[config.mk]
export PLATFORM = sky130hd
export DESIGN_NAME = sync_fifo_prog
export DESIGN_NICKNAME = d
export VERILOG_FILES = /design/src/rtl/fifo_pkg.sv /design/src/rtl/fifo_mem_dp.sv /design/src/rtl/sync_fifo_prog.sv
export SDC_FILE = /design/constraint.sdc
export NUM_CORES = 1
export LEC_CHECK = 0
export ABC_AREA = 1
export CAP_MARGIN = 40
export CORE_ASPECT_RATIO = 0.6
export CORE_MARGIN = 2
export CORE_UTILIZATION = 30
export CTS_BUF_LIST = sky130_fd_sc_hd__clkbuf_4 sky130_fd_sc_hd__clkbuf_8
export DETAILED_ROUTE_END_ITERATION = 12
export PLACE_DENSITY_LB_ADDON = 0.05
export SLEW_MARGIN = 25
export SYNTH_ARGS = -nofsm -noshare
export SYNTH_HDL_FRONTEND = slang
export SYNTH_SLANG_ARGS = --single-unit
[constraint.sdc]
create_clock -name CLK -period 2.6 [get_ports CLK]
set_input_delay 0.26 -clock CLK [delete_from_list [all_inputs] [get_ports CLK]]
set_output_delay 0.26 -clock CLK [all_outputs]
set_load 0.03 [all_outputs]
[src/rtl/fifo_pkg.sv]
// Shared constants and helpers for the single-clock programmable FIFO.
package fifo_pkg;

  localparam int unsigned MODE_STD      = 0;
  localparam int unsigned MODE_FWFT     = 1;
  localparam int unsigned DEFAULT_WIDTH = 8;
  localparam int unsigned DEFAULT_DEPTH = 8;

  // Ceiling log2, usable in parameter expressions.
  function automatic int unsigned clog2(input int unsigned v);
    int unsigned r;
    r = 0;
    while ((32'd1 << r) < v) r = r + 1;
    return r;
  endfunction

endpackage

[src/rtl/fifo_mem_dp.sv]
// Storage array: synchronous write port, asynchronous read port, no reset.
module fifo_mem_dp #(
  parameter int unsigned WIDTH = 8,
  parameter int unsigned DEPTH = 8,
  parameter int unsigned AW    = 3
) (
  input  logic             clk_i,
  input  logic             we_i,
  input  logic [AW-1:0]    waddr_i,
  input  logic [WIDTH-1:0] wdata_i,
  input  logic [AW-1:0]    raddr_i,
  output logic [WIDTH-1:0] rdata_o
);

  logic [WIDTH-1:0] mem_q [DEPTH];

  always_ff @(posedge clk_i) begin
    if (we_i) mem_q[waddr_i] <= wdata_i;
  end

  assign rdata_o = mem_q[raddr_i];

endmodule

[src/rtl/sync_fifo_prog.sv]
// Single-clock FIFO with programmable almost-flags, live count, sticky error
// flags and selectable standard or first-word-fall-through read.
module sync_fifo_prog
  import fifo_pkg::*;
#(
  parameter int unsigned FIFO_width   = DEFAULT_WIDTH,
  parameter int unsigned FIFO_depth   = DEFAULT_DEPTH,
  parameter int unsigned Pointer_Size = clog2(FIFO_depth) + 1,
  parameter int unsigned FWFT         = MODE_STD
) (
  input  logic                    CLK,
  input  logic                    RST,
  input  logic                    W_INC,
  input  logic [FIFO_width-1:0]   WR_DATA,
  input  logic                    R_INC,
  output logic [FIFO_width-1:0]   RD_DATA,
  output logic                    FULL,
  output logic                    EMPTY,
  input  logic [Pointer_Size-1:0] AF_THRESH,
  input  logic [Pointer_Size-1:0] AE_THRESH,
  output logic                    ALMOST_FULL,
  output logic                    ALMOST_EMPTY,
  output logic [Pointer_Size-1:0] COUNT,
  input  logic                    CLR_ERR,
  output logic                    OVERFLOW,
  output logic                    UNDERFLOW
);

  localparam int unsigned AW = Pointer_Size - 1;
  localparam logic [Pointer_Size-1:0] DEPTH_P = Pointer_Size'(FIFO_depth);

  logic [Pointer_Size-1:0] wptr_q, wptr_d;
  logic [Pointer_Size-1:0] rptr_q, rptr_d;
  logic [Pointer_Size-1:0] count_q, count_d;
  logic                    ovf_q, ovf_d;
  logic                    udf_q, udf_d;
  logic                    wr_en, rd_en;
  logic [FIFO_width-1:0]   mem_rdata;

  // Flags are pure decodes of the registered fill count.
  assign FULL         = (count_q == DEPTH_P);
  assign EMPTY        = (count_q == '0);
  assign ALMOST_FULL  = (count_q >= AF_THRESH);
  assign ALMOST_EMPTY = (count_q <= AE_THRESH);
  assign COUNT        = count_q;
  assign OVERFLOW     = ovf_q;
  assign UNDERFLOW    = udf_q;

  assign wr_en = W_INC & ~FULL;
  assign rd_en = R_INC & ~EMPTY;

  // Pointer, count and sticky-error next state; a new error beats a clear.
  always_comb begin
    wptr_d  = wptr_q;
    rptr_d  = rptr_q;
    count_d = count_q;
    ovf_d   = ovf_q;
    udf_d   = udf_q;
    if (wr_en) wptr_d = wptr_q + Pointer_Size'(1);
    if (rd_en) rptr_d = rptr_q + Pointer_Size'(1);
    if (wr_en && !rd_en)      count_d = count_q + Pointer_Size'(1);
    else if (rd_en && !wr_en) count_d = count_q - Pointer_Size'(1);
    if (CLR_ERR) begin
      ovf_d = 1'b0;
      udf_d = 1'b0;
    end
    if (W_INC && FULL)  ovf_d = 1'b1;
    if (R_INC && EMPTY) udf_d = 1'b1;
  end

  always_ff @(posedge CLK or posedge RST) begin
    if (RST) begin
      wptr_q  <= '0;
      rptr_q  <= '0;
      count_q <= '0;
      ovf_q   <= 1'b0;
      udf_q   <= 1'b0;
    end else begin
      wptr_q  <= wptr_d;
      rptr_q  <= rptr_d;
      count_q <= count_d;
      ovf_q   <= ovf_d;
      udf_q   <= udf_d;
    end
  end

  fifo_mem_dp #(
    .WIDTH (FIFO_width),
    .DEPTH (FIFO_depth),
    .AW    (AW)
  ) u_mem (
    .clk_i   (CLK),
    .we_i    (wr_en),
    .waddr_i (wptr_q[AW-1:0]),
    .wdata_i (WR_DATA),
    .raddr_i (rptr_q[AW-1:0]),
    .rdata_o (mem_rdata)
  );

  if (FWFT == MODE_STD) begin : g_std
    logic [FIFO_width-1:0] rd_data_q;

    always_ff @(posedge CLK or posedge RST) begin
      if (RST)        rd_data_q <= '0;
      else if (rd_en) rd_data_q <= mem_rdata;
    end

    assign RD_DATA = rd_data_q;
  end else begin : g_fwft
    // Head word shown directly; forced to zero while empty so reset reads 0.
    assign RD_DATA = EMPTY ? '0 : mem_rdata;
  end

endmodule

# Word level (Yosys, flattened, before mapping)
# Memories as Yosys holds them, arrays and structs flattened. A register that Yosys moved wholly into a read port is not among the register bits.
# Index checks and enable logic that the tools add are counted.
[totals] ff_bits=14 ramBits=64 latch_bits=0 out_inout_bits=18 romBits=0 wordCells=34 inputBits=21 mem_count=1
[mem_list] memory="u_mem.mem_q" depth=8 word_bits=8 rd=1 rd_clocked_by_memory_dff=1 wr=1 line_no="fifo_mem_dp.sv:15" source="logic [WIDTH-1:0] mem_q [DEPTH];"
[classes] muxes=7 n_lt_le_gt_ge=2 n_div=0 n_shift=0 multipliers=0 reduce_logical=10 n_bitwise=4 add_sub_neg=4 n_eq_ne=1
[op_table] op="adder 4 x 1 -> 4 bit (second input constant)" count=3
[op_table] op="two-way mux 4 bit" count=2
[op_table] op="nonzero test 2 bit" count=3
[op_table] op="two-way mux 1 bit" count=5
[op_table] op="equality test 4 bit (second input constant)" count=1
[op_table] op=">= comparator 4 bit" count=1
[op_table] op="<= comparator 4 bit" count=1
[op_table] op="logical AND 1 bit" count=4
[op_table] op="zero test 4 bit" count=1
[op_table] op="subtractor 4 x 1 -> 4 bit (second input constant)" count=1
[op_table] op="bitwise AND 1 bit" count=2
[op_table] op="zero test 1 bit" count=2
[op_table] op="NOT 1 bit" count=2

# Depth between registers and ports, before layout
# Gate-level depths: netlist of run 1.
[logic_depth] ltp_word=7 depth_mapped=14

# Cells and area by module
# Synthesis of run 1 repeated with hierarchy kept, for this count alone.
[unflattened] cells_unflattened=430 area_unflattened_um2=4051.4
[by_module_without_submodules] module="fifo_mem_dp" seq_area_each_um2=1921.8 cells_each=295 n_inst=1 area_each_um2=2890.3
[by_module_without_submodules] module="sync_fifo_prog" seq_area_each_um2=500.5 cells_each=135 n_inst=1 area_each_um2=1161.1

# Worst setup path after synthesis of run 1
# No wires, ideal clock.
[synth_timing] kind="reg-to-reg" start="register count_q[0] (netlist: COUNT[0])" end="register count_q[3] (netlist: COUNT[3])" path_buffers=0 path_stages_with_launch=13 arrival_time_ps=2092 slack_ps=391 t_required_ps=2483 setup_time_ps=117 period_less_slack_ps=2209 path_cell_list="dfrtp_1 -> nor2_2 -> nand3_1 -> nand2_4 -> inv_2 -> ha_1 -> inv_1 -> ha_1 -> or2_2 -> nand3_1 -> nand2_1 -> nand2_1 -> nand2_1"
[synth_between] elab_chain_cells=6
[synth_lines] item="start, declared" line_no="sync_fifo_prog.sv:34" source="logic [Pointer_Size-1:0] count_q, count_d;"
[synth_lines] item="start signal, assigned" line_no="sync_fifo_prog.sv:81" source="count_q <= count_d;"
[synth_lines] item="equality test 4 bit (*)" line_no="sync_fifo_prog.sv:41" source="assign FULL = (count_q == DEPTH_P);"
[synth_lines] item="NOT 1 bit (*)" line_no="sync_fifo_prog.sv:49" source="assign wr_en = W_INC & ~FULL;"
[synth_lines] item="bitwise AND 1 bit (*)" line_no="sync_fifo_prog.sv:49"
[synth_lines] item="via u_mem.we_i" line_no="fifo_mem_dp.sv:8" source="input logic we_i,"
[synth_lines] item="zero test 1 bit" line_no="sync_fifo_prog.sv:62" source="else if (rd_en && !wr_en) count_d = count_q - Pointer_Size'(1);"
[synth_lines] item="logical AND 1 bit" line_no="sync_fifo_prog.sv:62"
[synth_lines] item="nonzero test 2 bit (no source line)"
# Mark *: on every way through the listed nets, which the timed path passes. The rest lies on a longest branch. The select of a mux whose other input is x is not followed.
# A chain may end at the register's enable or synchronous reset.

# Worst setup path after layout of run 1
[layout_timing] start="register count_q[0] (netlist: COUNT[0])" end="output ALMOST_FULL"
[layout_between] elab_chain_cells=1
[layout_lines] item=">= comparator 4 bit" line_no="sync_fifo_prog.sv:43" source="assign ALMOST_FULL = (count_q >= AF_THRESH);"
[layout_lines] item="end, declared" line_no="sync_fifo_prog.sv:21" source="output logic ALMOST_FULL,"
# Every way passes these cells.

==> results.json, run 1 <==
{
  "total_die_area_mm2": 0.01413,
  "global_route_wire_length_before_repair_mm": 14.92,
  "antenna_found_initial": 0,
  "syn2layout_area_growth_pct": 19.51,
  "rr_startpoint": "COUNT[0]",
  "max_capacitance_violation_count": 0,
  "cts_tree": "yes",
  "groute.usage.overall": 0.1429,
  "globalplace.congestion": 0.7868,
  "outcome": "completed",
  "synthDistinctLibCells": 28,
  "cts-root-buf": "clkbuf_8",
  "worst_r2r_endpoint": "COUNT[3]",
  "post_detailed_route_via_to_cell_ratio": 4.214,
  "critPathMaxStageDelay_ns": 0.67,
  "synthesis.nets": 431,
  "floorplan.initialDensity": 0.3074,
  "cts_inserted_buffers": 9,
  "clkTransAtPathRegs_ns": 0.08,
  "synth_area_per_cell_um2": 9.978,
  "placed_cells_incl_taps": 606,
  "maxSlewHeadroom": 0.6717,
  "initialDrtViolationCount": 173,
  "pre_cts_setup_slack_ns": 0.3043,
  "timing.setup.critical_path_class": "register to output pin",
  "setup-violations-final": 0,
  "insertedDiodeCount": 0,
  "grt_most_used_layer": "met1",
  "synth_area_mm2": 0.003951,
  "std_cell_rows": 32,
  "finalHoldViolations": 0,
  "crit_path_cell_trace": "inv_1, ha_1, nor2_1, o211ai_1, nand3_1, clkdlybuf4s50_1",
  "share_of_post_route_cells_with_drive_strength_above_1": 0.09956,
  "total_negative_slack_ns": 0,
  "data_required_time_of_the_critical_path_ns": 2.34,
  "route.detailed.drc": 0,
  "chipWidth_um": 152.2,
  "overflow": 0,
  "met1_usage": 0.2148,
  "r2r_setup_slack_ns": 0.37,
  "timing.critical_path.arrival_ns": 2.15,
  "global_route.usage.met3": 0.03697,
  "worst_clock_skew_ns": 0.007143,
  "ff2ff_path_depth": 13,
  "sequential_fraction_of_the_synthesis_area": 0.6130,
  "grt_pass1_vias": 2521,
  "worstSkewPairLatency_ns": 0.35,
  "global_route.usage.met2": 0.2061,
  "hold_class": "input port to async pin",
  "power_mw": 5.079,
  "ant_nets": 0,
  "fin_ws_ns": 0.1929,
  "tightest_slew_ns": 0.4925,
  "cts_max_level": 3,
  "fmax_mhz": 415.4,
  "postCtsSetupRepairBufs": 0,
  "critical_path.slowest_cell": "clkdlybuf4s50_1",
  "numPortBuffers": 38,
  "power_density_mw_per_mm2": 1076,
  "grt_setup_unrepaired": "no",
  "slew_viol_final": 0,
  "instances_no_fill": 622,
  "synthesis.instances": 396,
  "finish.instance_area_mm2": 0.004722,
  "pin_count_of_the_biggest_net_entering_global_routing": 34,
  "power.static_leakage_nw": 2.110,
  "clock_sinks": 84,
  "fin_hold_ws_ns": 0.1177,
  "area_of_the_core_region_mm2": 0.01285,
  "routed_wirelength_mm": 9.556,
  "floorplan.die.height_um": 92.90,
  "length_of_the_first_detailed_routing_pass_in_iterations": 4,
  "cts_max_path_buffers": 2,
  "dp_hpwl_mm": 6.349,
  "dpl-instance-area_mm2": 0.004546,
  "setup.worst_path.start_class": "register",
  "num_vias": 2621,
  "crit_path_max_fanout": 6,
  "fin_crit_ns": 2.407,
  "ys.warnings.count": 0,
  "final.period_utilization": 0.9258,
  "postLayoutCoreUtil": 0.3674,
  "io_pins": 39,
  "finish.net_count": 482,
  "postSynthRegisterBits": 84,
  "ir_drop_uv": 286.4,
  "avgRoutedWirePerCell_um": 15.36,
  "end_kind": "output pin"
}
-- sequential cells by signal (all words and copies together), names as in the netlist --
| register | flops |
|---|---|
| rptr_q | 3 |
| u_mem.mem_q | 64 |
| UNDERFLOW | 1 |
| OVERFLOW | 1 |
| wptr_q | 3 |
| RD_DATA | 8 |
| COUNT | 4 |
-- power by group --
group	switching (mW)	internal [mW]	total, mW
registers	0.205	1.75	1.96
logic	1.47	0.820	2.29
clock network	0.476	0.356	0.832
-- what timing repair did --
item,4_1_cts,5_1_grt
resized for setup,0,2
hold endpoints to repair,0,0
hold buffers,0,0
setup endpoints to repair,0,1
-- cell type report --
cell class	count	area (um^2)
clock inverter	6	41.29
tap	170	212.7
multi-input combinational	225	1130
inverter	74	280.3
sequential	84	2424
fill	1326	8130
timing repair buffer	53	503.0
clock buffer	10	131.4
-- logic make-up after synthesis --
logic type               synth area share
AND/OR/NAND/NOR                    0.2125
XOR/XNOR                          0.01077
flip-flops                         0.6130
buffers and inverters              0.1010
AO/OA/AOI/OAI                     0.01647
adder cells (fa/ha/maj)           0.04623
-- worst max-delay path: cells and delay by family (launching register included) --
family / cells / cell delay (ns)
flops: 1 / 0.49
simple gates: 2 / 0.18
compound gates: 1 / 0.09
fa+ha+maj: 1 / 0.21
buf+inv: 2 / 0.83
-- cell usage after synthesis (all sizes together) --
master | count | share of area
nor3 | 8 | 0.010
xor2 | 2 | 0.0063
edfxtp | 64 | 0.49
o21ai | 7 | 0.011
fa | 1 | 0.0051
nand4 | 1 | 0.0016
clkinv | 1 | 0.00095
inv | 73 | 0.070
nand2 | 128 | 0.12
dfrtp | 20 | 0.13
ha | 13 | 0.041
or2 | 1 | 0.0016
buf | 13 | 0.030
nand3 | 55 | 0.071
xnor2 | 2 | 0.0044
a21oi | 3 | 0.0038
o211ai | 1 | 0.0019
nor2 | 3 | 0.0035
-- placed cells by master, fill, tap and decap left out --
cell type        count
ha_1                13
nand2_4              1
xor2_1               1
xnor2_1              2
clkinv_2             2
inv_2                3
nor3_1               8
fa_1                 1
buf_4               14
dfrtp_2              1
nand3_2              1
o211ai_1             1
clkinvlp_4           3
clkbuf_4             1
a21oi_1              3
nor2_2               1
nand3_1             54
inv_1               69
edfxtp_1            64
o21ai_0              5
inv_4                1
clkinv_4             1
nand2_1            125
clkdlybuf4s50_1     37
xor2_2               1
o21ai_2              2
or2_2                1
dfrtp_1             19
buf_8                1
dlymetal6s2s_1       1
clkbuf_8             9
clkinv_1             1
nand2_2              2
nor2_1               2
nand4_1              1
-- routing by layer --
| metal | part of all wire | vias up |
|---|---|---|
| met1 | 0.53 | 1215 |
| met2 | 0.42 | 33 |
| met5 | 0 | - |
| met3 | 0.034 | 6 |
| li1 | - | 1367 |
| met4 | 0.0077 | 0 |
-- worst max-delay path by stage --
| stage | startpoint | depth (start not counted) | slack, ns | end |
|---|---|---|---|---|
| 6_report | COUNT[0] | 6 | 0.19 | ALMOST_FULL |
| 5_1_grt | COUNT[0] | 6 | 0.06 | ALMOST_FULL |
| 4_1_cts | COUNT[0] | 5 | 0.11 | ALMOST_EMPTY |
| 3_5_place_dp | AE_THRESH[3] | 7 | 0.30 | ALMOST_EMPTY |
| 3_3_place_gp | AE_THRESH[1] | 7 | 0.31 | ALMOST_EMPTY |
| 2_1_floorplan | COUNT[0] | 12 | 0.39 | COUNT[3] |
(Power assumes the default switching activity.)
==> run 2, diff against run 1 <==
CORE_ASPECT_RATIO = 1.25   (was 0.6)
TNS_END_PERCENT = 10   (was not set)
==> run 2 against run 1 <==
Net effect: die area fell by 0.17%; clock skew rose by 0.0042 ns; wire length fell by 4.2%; register-to-register slack barely moved; combinational power fell by 3%; utilization rose by 0.78 points; setup slack improved by 0.013 ns; sequential power barely moved; non-clock buffer count did not move; first-iteration DRC count fell by 23%; critical path type unchanged; largest cell class unchanged; highest routed layer unchanged.
==> results.json, run 2 (same netlist as run 1, synthesis figures left out) <==
{
  "setup-violations-final": 0,
  "total_negative_slack_ns": 0,
  "crit_path_cell_trace": "ha_1, inv_1, nor2_1, o211ai_1, nand3_1, clkdlybuf4s50_1",
  "data_required_time_of_the_critical_path_ns": 2.34,
  "crit_path_max_fanout": 7,
  "clkTransAtPathRegs_ns": 0.09,
  "final.period_utilization": 0.9208,
  "postCtsSetupRepairBufs": 0,
  "slew_viol_final": 0,
  "grt_pass1_vias": 2720,
  "largest_register_ff_count": 64,
  "clock_sinks": 84,
  "numPortBuffers": 38,
  "area_of_the_core_region_mm2": 0.01278,
  "power_density_mw_per_mm2": 1114,
  "share_of_post_route_cells_with_drive_strength_above_1": 0.09735,
  "critical_path.slowest_cell": "clkdlybuf4s50_1",
  "cts.repair.resized": 0,
  "max_capacitance_violation_count": 0,
  "floorplan.initialDensity": 0.3092,
  "finish.net_count": 482,
  "io_pins": 39,
  "floorplan.die.height_um": 132.3,
  "global_route_wire_length_before_repair_mm": 14.78,
  "cts_tree": "yes",
  "antenna_found_initial": 0,
  "timing.critical_path.arrival_ns": 2.13,
  "routed_wirelength_mm": 9.156,
  "num_vias": 2686,
  "hold_class": "input port to async pin",
  "length_of_the_first_detailed_routing_pass_in_iterations": 4,
  "layout_commonest_cell": "nand2_1",
  "syn2layout_area_growth_pct": 21.34,
  "total_die_area_mm2": 0.01411,
  "cts_max_level": 3,
  "fin_crit_ns": 2.394,
  "fmax_mhz": 417.7,
  "std_cell_rows": 46,
  "avgRoutedWirePerCell_um": 14.77,
  "route.detailed.drc": 0,
  "ir_drop_uv": 455.0,
  "finalHoldViolations": 0,
  "outcome": "completed",
  "end_kind": "output pin",
  "initialDrtViolationCount": 134,
  "cts_max_path_buffers": 2,
  "regMostFlops": "u_mem.mem_q",
  "pin_count_of_the_biggest_net_entering_global_routing": 34,
  "worst_clock_skew_ns": 0.01131,
  "worstSkewPairLatency_ns": 0.35,
  "ctsHoldBuffers": 0,
  "post_detailed_route_via_to_cell_ratio": 4.332,
  "chipWidth_um": 106.7,
  "filler_cell_count": 1308,
  "cts_inserted_buffers": 9,
  "power.static_leakage_nw": 2.152,
  "pre_cts_setup_slack_ns": 0.2805,
  "grt_setup_unrepaired": "no",
  "overflow": 0,
  "ant_nets": 0,
  "final_cell_mix": "nand2_1, inv_1, edfxtp_1",
  "dp_hpwl_mm": 6.226,
  "groute.usage.overall": 0.1402,
  "tightest_slew_ns": 0.5605,
  "setup.worst_path.start_class": "register",
  "critPathMaxStageDelay_ns": 0.67,
  "fin_ws_ns": 0.2058,
  "insertedDiodeCount": 0,
  "timing.setup.critical_path_class": "register to output pin",
  "cts-root-buf": "clkbuf_8",
  "maxSlewHeadroom": 0.6264,
  "globalplace.congestion": 0.7532,
  "ff2ff_path_depth": 13
}
## run 2: where the power goes
part,internal (mW),switching [mW]
combinational,0.813,1.41
clock,0.664,0.469
sequential,1.75,0.238
total,3.23,2.11
## run 2: stage by stage
| step | power, mW | cells | cell area [um^2] | hold WS, ns | util |
|---|---|---|---|---|---|
| finish | 5.343 | 620 | 4795 | 0.1936 | 0.3752 |
| global route | 5.781 | 620 | 4795 | 0.2220 | 0.3752 |
| CTS | 5.446 | 620 | 4792 | 0.1817 | 0.3750 |
| detailed placement | 4.285 | 604 | 4543 | 0.4702 | 0.3556 |
| global placement | 4.287 | 603 | 4528 | 0.4687 | 0.3544 |
| floorplan | 3.549 | 396 | 3951 | 0.2238 | - |
## run 2: final timing paths
| check | start | to | slack, ns |
|---|---|---|---|
| worst max register to register | COUNT[0] | COUNT[3] | 0.38 |
| worst min register to register | RD_DATA[1] | RD_DATA[1] | 0.49 |
| worst min-delay path | RST | RD_DATA[5] | 0.19 |
| min in group CLK | RD_DATA[1] | RD_DATA[1] | 0.49 |
| worst max-delay path | COUNT[1] | ALMOST_FULL | 0.21 |
| max in group asynchronous | RST | wptr_q[2] | 1.97 |
## run 2: metal layers
metal | global-route usage | wire [um] | vias to the layer above
met4 | 0.04401 | 136 | 0
li1 | - | - | 1366
met2 | 0.2456 | 4764 | 45
met5 | 0 | 0 | -
met3 | 0.03262 | 267 | 13
met1 | 0.1693 | 3987 | 1262
## run 2: cell type report
type                       instances  area, um^2  share of cell area
clock buffer                      10       137.6             0.02871
timing repair buffer              53       503.0              0.1049
tap                              168       210.2             0.04384
sequential                        84        2422              0.5052
multi-input combinational        225        1130              0.2356
inverter                          74       280.3             0.05846
clock inverter                     6       111.4             0.02323
## run 2: worst max-delay path, delay by kind of cell (launching register included)
| kind | cells | cell delay, ns |
|---|---|---|
| AO/OA/AOI/OAI | 1 | 0.08 |
| flip-flops | 1 | 0.49 |
| buffers and inverters | 2 | 0.71 |
| AND/OR/NAND/NOR | 2 | 0.15 |
| adder cells (fa/ha/maj) | 1 | 0.35 |
